<file path="src/rtl/vend_pkg.sv">
// Shared types and constants for the vending-machine coin front end and its controller.
package vend_pkg;

  typedef enum logic [2:0] {
    ST_IDLE,
    ST_CREDIT,
    ST_ISSUE,
    ST_WAIT,
    ST_REFUND
  } vend_state_t;

  localparam logic [5:0] COIN_1     = 6'd1;
  localparam logic [5:0] COIN_5     = 6'd5;
  localparam logic [5:0] COIN_10    = 6'd10;
  localparam logic [5:0] COIN_20    = 6'd20;
  localparam logic [5:0] CREDIT_MAX = 6'd63;

  localparam logic [2:0] PROD_SANDWICH  = 3'd0;
  localparam logic [2:0] PROD_CHOCOLATE = 3'd1;
  localparam logic [2:0] PROD_WATER     = 3'd2;
  localparam logic [2:0] PROD_COFFEE    = 3'd3;
  localparam logic [2:0] PROD_TEA       = 3'd4;

  function automatic logic [5:0] coinValue(input logic [1:0] coinType);
    case (coinType)
      2'b00:   coinValue = COIN_1;
      2'b01:   coinValue = COIN_5;
      2'b10:   coinValue = COIN_10;
      default: coinValue = COIN_20;
    endcase
  endfunction

endpackage

</file>
<file path="src/rtl/vend_timeout_counter.sv">
// CREDIT inactivity counter; only exists in builds with VEND_TIMEOUT_EN defined.
`ifdef VEND_TIMEOUT_EN
module vend_timeout_counter #(
  parameter logic [15:0] LIMIT = 16'd999
) (
  input  logic CLK,
  input  logic RST_N,
  input  logic clear,
  input  logic enable,
  output logic expired
);

  logic [15:0] count;

  // The count parks at LIMIT; the owner leaves CREDIT on expiry and clears it on re-entry.
  always_ff @(posedge CLK or negedge RST_N) begin
    if (!RST_N) begin
      count <= '0;
    end else if (clear) begin
      count <= '0;
    end else if (enable && (count != LIMIT)) begin
      count <= count + 16'd1;
    end
  end

  assign expired = enable && (count == LIMIT);

endmodule
`endif

</file>
<file path="src/rtl/vend_coin_front.sv">
// Coin accumulation, selection latch and vend/refund sequencing ahead of the vending controller.
// Optional inactivity auto-refund in CREDIT is enabled by defining VEND_TIMEOUT_EN.
module vend_coin_front
  import vend_pkg::*;
#(
  parameter int TIMEOUT_CYCLES = 1000
) (
  input  logic       CLK,
  input  logic       RST_N,
  input  logic       coin_valid,
  input  logic [1:0] coin_type,
  input  logic       select,
  input  logic [2:0] product_id_in,
  input  logic       vm_in,
  input  logic       sugar_in,
  input  logic       cancel,
  input  logic [5:0] money_left,
  input  logic       product_ready,
  output logic [5:0] money,
  output logic [2:0] product_id,
  output logic       vm,
  output logic       sugar,
  output logic       vend_req,
  output logic       coin_reject,
  output logic       refund_valid,
  output logic [5:0] refund_amount,
  output logic       vend_done,
  output logic       busy
);

  if (TIMEOUT_CYCLES < 1 || TIMEOUT_CYCLES > 65536) begin : gBadTimeout
    $error("TIMEOUT_CYCLES must fit the 16-bit inactivity counter");
  end

  vend_state_t state, nextState;
  logic [5:0]  credit, refundAmt;
  logic [6:0]  creditSum;
  logic        coinFits, coinAccept, takeCancel, takeSelect, timeoutHit, timeoutExpired;
  logic        coinRejectQ, vendDoneQ;

`ifdef VEND_TIMEOUT_EN
  vend_timeout_counter #(
    .LIMIT(16'(TIMEOUT_CYCLES - 1))
  ) uTimeout (
    .CLK    (CLK),
    .RST_N  (RST_N),
    .clear  (coinAccept),
    .enable (state == ST_CREDIT),
    .expired(timeoutExpired)
  );
`else
  assign timeoutExpired = 1'b0;
`endif

  // Seven-bit sum so an over-limit coin is refused rather than wrapping the credit.
  assign creditSum = {1'b0, credit} + {1'b0, coinValue(coin_type)};
  assign coinFits  = creditSum <= {1'b0, CREDIT_MAX};

  always_comb begin
    // NOTE: every output of this block gets a default first, so no path can infer a latch.
    nextState  = state;
    coinAccept = 1'b0;
    takeCancel = 1'b0;
    takeSelect = 1'b0;
    timeoutHit = 1'b0;
    case (state)
      ST_IDLE: begin
        if (coin_valid) begin
          coinAccept = 1'b1;
          nextState  = ST_CREDIT;
        end
      end
      ST_CREDIT: begin
        if (cancel) begin
          takeCancel = 1'b1;
          nextState  = ST_REFUND;
        end else if (select) begin
          takeSelect = 1'b1;
          nextState  = ST_ISSUE;
        end else if (timeoutExpired) begin
          timeoutHit = 1'b1;
          nextState  = ST_REFUND;
        end else if (coin_valid && coinFits) begin
          coinAccept = 1'b1;
        end
      end
      ST_ISSUE:  nextState = ST_WAIT;
      ST_WAIT:   nextState = (money_left != 6'd0) ? ST_REFUND : ST_IDLE;
      ST_REFUND: nextState = ST_IDLE;
      default:   nextState = ST_IDLE;
    endcase
  end

  always_ff @(posedge CLK or negedge RST_N) begin
    if (!RST_N) begin
      state       <= ST_IDLE;
      credit      <= '0;
      refundAmt   <= '0;
      product_id  <= '0;
      vm          <= 1'b0;
      sugar       <= 1'b0;
      coinRejectQ <= 1'b0;
      vendDoneQ   <= 1'b0;
    end else begin
      // NOTE: non-blocking assignments make every register here sample pre-edge values.
      state       <= nextState;
      coinRejectQ <= coin_valid && !coinAccept;
      vendDoneQ   <= (state == ST_WAIT) && product_ready;

      if (coinAccept) begin
        credit <= creditSum[5:0];
      end else if (state == ST_WAIT || state == ST_REFUND) begin
        credit <= '0;
      end

      if (takeCancel || timeoutHit) begin
        refundAmt <= credit;
      end else if (state == ST_WAIT) begin
        refundAmt <= money_left;
      end

      if (takeSelect) begin
        product_id <= product_id_in;
        vm         <= vm_in;
        sugar      <= sugar_in;
      end
    end
  end

  assign money         = credit;
  assign vend_req      = (state == ST_ISSUE);
  assign refund_valid  = (state == ST_REFUND);
  assign refund_amount = refund_valid ? refundAmt : 6'd0;
  assign coin_reject   = coinRejectQ;
  assign vend_done     = vendDoneQ;
  assign busy          = (state == ST_ISSUE) || (state == ST_WAIT) || (state == ST_REFUND);

endmodule

</file>
<file path="config.mk">
export PLATFORM = sky130hd
export DESIGN_NAME = vend_coin_front
export DESIGN_NICKNAME = d
export VERILOG_FILES = /design/src/rtl/vend_pkg.sv /design/src/rtl/vend_timeout_counter.sv /design/src/rtl/vend_coin_front.sv
export SDC_FILE = /design/constraint.sdc
export NUM_CORES = 1
export LEC_CHECK = 0
export CORE_AREA = 2 2 54 56
export CTS_CLUSTER_DIAMETER = 150
export CTS_CLUSTER_SIZE = 20
export DETAILED_ROUTE_END_ITERATION = 12
export DIE_AREA = 0 0 56 58
export GPL_ROUTABILITY_DRIVEN = 0
export PLACE_DENSITY = 0.88
export SLEW_MARGIN = 10
export SYNTH_ARGS = -nofsm -noshare
export SYNTH_HDL_FRONTEND = slang
export SYNTH_SLANG_ARGS = --single-unit
</file>
<file path="constraint.sdc">
create_clock -name CLK -period 4.3 [get_ports CLK]
set_input_delay 0.645 -clock CLK [delete_from_list [all_inputs] [get_ports CLK]]
set_output_delay 0.645 -clock CLK [all_outputs]
set_load 0.02 [all_outputs]
</file>
==> flow_metrics.env <==
export IMPL_cap_violations=0
export IMPL_core_area_sq_um=2663
export IMPL_fin_area_sq_um=1679
export IMPL_drc=0
export IMPL_grt_max_degree=23
export IMPL_synth_top_cell_by_area="dfrtp_1"
export IMPL_tightest_slew_ns=0.9683
export IMPL_firstDrtPassIters=4
export IMPL_ctsResizeCount=0
export IMPL_clkTransAtPathRegs_ns=0.11
export IMPL_tns_ns=0
export IMPL_drt_iter0_markers=26
export IMPL_cts_root_buffer="clkbuf_4"
export IMPL_crit_type="reg -> out"
export IMPL_ys_seq_area_frac=0.4481
export IMPL_wl_per_cell_microns=15.15
export IMPL_postCtsHoldBufs=0
export IMPL_grt_pass1_wl_microns=5257
export IMPL_min_period_ns=2.932
export IMPL_skew_ns=0.003123
export IMPL_crit_arrival_ns=2.29
export IMPL_syn_inst=126
export IMPL_grt_overflow_total=0
export IMPL_period_share=0.6819
export IMPL_grt_pass1_vias=1110
export IMPL_slew_violations=0
export IMPL_synth_top_cell_area_share=0.4481
export IMPL_port_buffers=40
export IMPL_dp_hpwl_microns=2327
export IMPL_vdd_ir_drop_worst_mv=0.4164
export IMPL_cts_setup_buffers=0
export IMPL_synth_nets=151
export IMPL_die_area_sq_um=3248
export IMPL_rsz0062_at_grt="no"
export IMPL_layout_drive_gt1_share=0.09639
export IMPL_avgViaCountPerCell=5.558
export IMPL_multi_input_area_sq_um=644.4
export IMPL_place_inst=194
export IMPL_fmax_mhz=341.0
export IMPL_fillCellCount=231
export IMPL_dieHeight_microns=58
export IMPL_outcome="complete, no violations"
export IMPL_antenna_found_initial=0
export IMPL_r2r_setup_slack_ns=2.08
export IMPL_total_leakage_power_nw=0.7518
export IMPL_maxSlewHeadroom=0.3525
export IMPL_io_pins=41
export IMPL_cts_tree="built"
export IMPL_power_density_nw_per_um2=661.4
export IMPL_placed_cell_area_sq_um=1657
export IMPL_cts_sinks=22
export IMPL_utilization=0.6306
export IMPL_post_place_ws_ns=1.371
export IMPL_ant_nets=0
export IMPL_netlist_top_cells_area="dfrtp_1 45%, nand2_1 6.4%, ha_1 5.1%, and2_1 4.6%, mux2_2 4.6%"
export IMPL_htreeDepth=1
export IMPL_die_w_microns=56
export IMPL_synth_seq_cells=22
export IMPL_setup_slack_ns=1.368
export IMPL_area_growth_pct=36.66
export IMPL_synth_cell_type_count=32
export IMPL_finalHoldViolations=0
export IMPL_grtUsageTotal=0.2091
export IMPL_crit_path_end_kind="primary output"
export IMPL_cts_buffers=3
export IMPL_start_util=0.4615
export IMPL_crit_path_max_fanout=9
export IMPL_layoutNonFillerInstCount=197
export IMPL_row_count=19
export IMPL_cp_data_required_time_ns=3.65
export IMPL_hold_path_class="reg -> reg"
export IMPL_yosys_warnings=0
export IMPL_clock_tree_buffer_depth=2
export IMPL_seq_area_sq_um=550.5
export IMPL_clock_latency_ns=0.30
export IMPL_finalSetupViolations=0
export IMPL_antenna_cells=0
export IMPL_cp_start_kind="flip-flop"
export IMPL_routed_wl_microns=2985
export IMPL_avgSynthCellArea_sq_um=9.751
export IMPL_num_vias=1095
export IMPL_fin_nets=193
export IMPL_synth_area_sq_um=1229
==> routing by layer <==
metal  part of all wire  global-route usage  up-vias
met3              0.069             0.04018       12
met4              0.029             0.08503        0
met2               0.47              0.3479       51
met1               0.43              0.2705      509
li1                   -                   -      523
met5                  0                   0        -
==> flip-flops by register name, indices dropped and copies added (netlist names) <==
| signal | count |
|---|---|
| coin_reject | 1 |
| money | 6 |
| product_id | 3 |
| refundAmt | 6 |
| state | 3 |
| sugar | 1 |
| vend_done | 1 |
| vm | 1 |
==> layout by cell type (no fill, tap or decap), drive strengths merged, types with 5 or more instances in the layout <==
cell type	instances
inv	6
clkdlybuf4s50	40
a22oi	6
ha	5
nor2	8
nand2	21
dfrtp	22
o21ai	9
mux2	5
and2	11
==> power by group <==
group | switching [mW] | internal, mW | leakage (nW) | total [mW]
Clock | 0.0577 | 0.0327 | 0.0138 | 0.0904
Sequential | 0.0814 | 0.298 | 0.279 | 0.379
Combinational | 0.334 | 0.307 | 0.459 | 0.641
==> cells by family (layout without fill, tap and decap cells) <==
kind of cell	after synthesis	in the layout	share of synthesized area
xor gates and xnor gates	2	2	0.01426
and+or+nand+nor	53	53	0.2200
muxes	6	6	0.05397
buffers and inverters	9	49	0.02749
DFF	22	22	0.4481
adders and majority gates	6	6	0.06721
AOI/OAI and AO/OA	28	28	0.1690
==> worst max-delay path, cell delays in order (launching register included) <==
cell and delay, ns:
dfrtp_1 0.41, inv_1 0.08, nor3_1 0.66, and2_1 0.22, clkdlybuf4s50_1 0.61
==> stage by stage <==
stage | total power [mW] | hold slack (ns)
floorplan | 0.7631 | 0.3494
global placement | 0.9898 | 0.4544
detailed placement | 1.018 | 0.4555
CTS | 1.111 | 0.4826
global route | 1.202 | 0.5002
finish | 1.111 | 0.4811
==> area by class of cell <==
cell class / instances / area share
clock buffer: 3 / 0.01341
sequential: 22 / 0.3279
timing repair buffer: 40 / 0.2385
inverter: 6 / 0.01341
multi-input combinational: 95 / 0.3838
tap: 31 / 0.02310
==> cell usage after synthesis, drive strengths merged <==
| library cell | instances |
|---|---|
| a21o | 3 |
| nand2 | 21 |
| o41ai | 1 |
| a22oi | 6 |
| nor4 | 1 |
| and2 | 11 |
| nand2b | 1 |
| a21oi | 2 |
| mux2i | 1 |
| o211ai | 1 |
| and4bb | 1 |
| or4b | 1 |
| fa | 1 |
| a211oi | 1 |
| and3 | 1 |
| ha | 5 |
| o21ai | 9 |
| nor2 | 8 |
| inv | 6 |
| nor3b | 1 |
| mux2 | 5 |
| xnor2 | 2 |
| dfrtp | 22 |
| nor2b | 1 |
| o21a | 3 |
| o31a | 2 |
| clkbuf | 3 |
| nor3 | 2 |
| nand3 | 4 |
==> worst paths after layout <==
| path | depth (start not counted) | from | to |
|---|---|---|---|
| hold / removal | 2 | refundAmt[5] | refundAmt[5] |
| setup / recovery | 4 | state[2] | refund_amount[2] |
| max in group asynchronous | 1 | RST_N | money[4] |
| setup reg to reg | 8 | money[0] | money[2] |
| min in group asynchronous | 1 | RST_N | money[2] |
| hold reg to reg | 2 | refundAmt[5] | refundAmt[5] |
(Power assumes the default switching activity.)
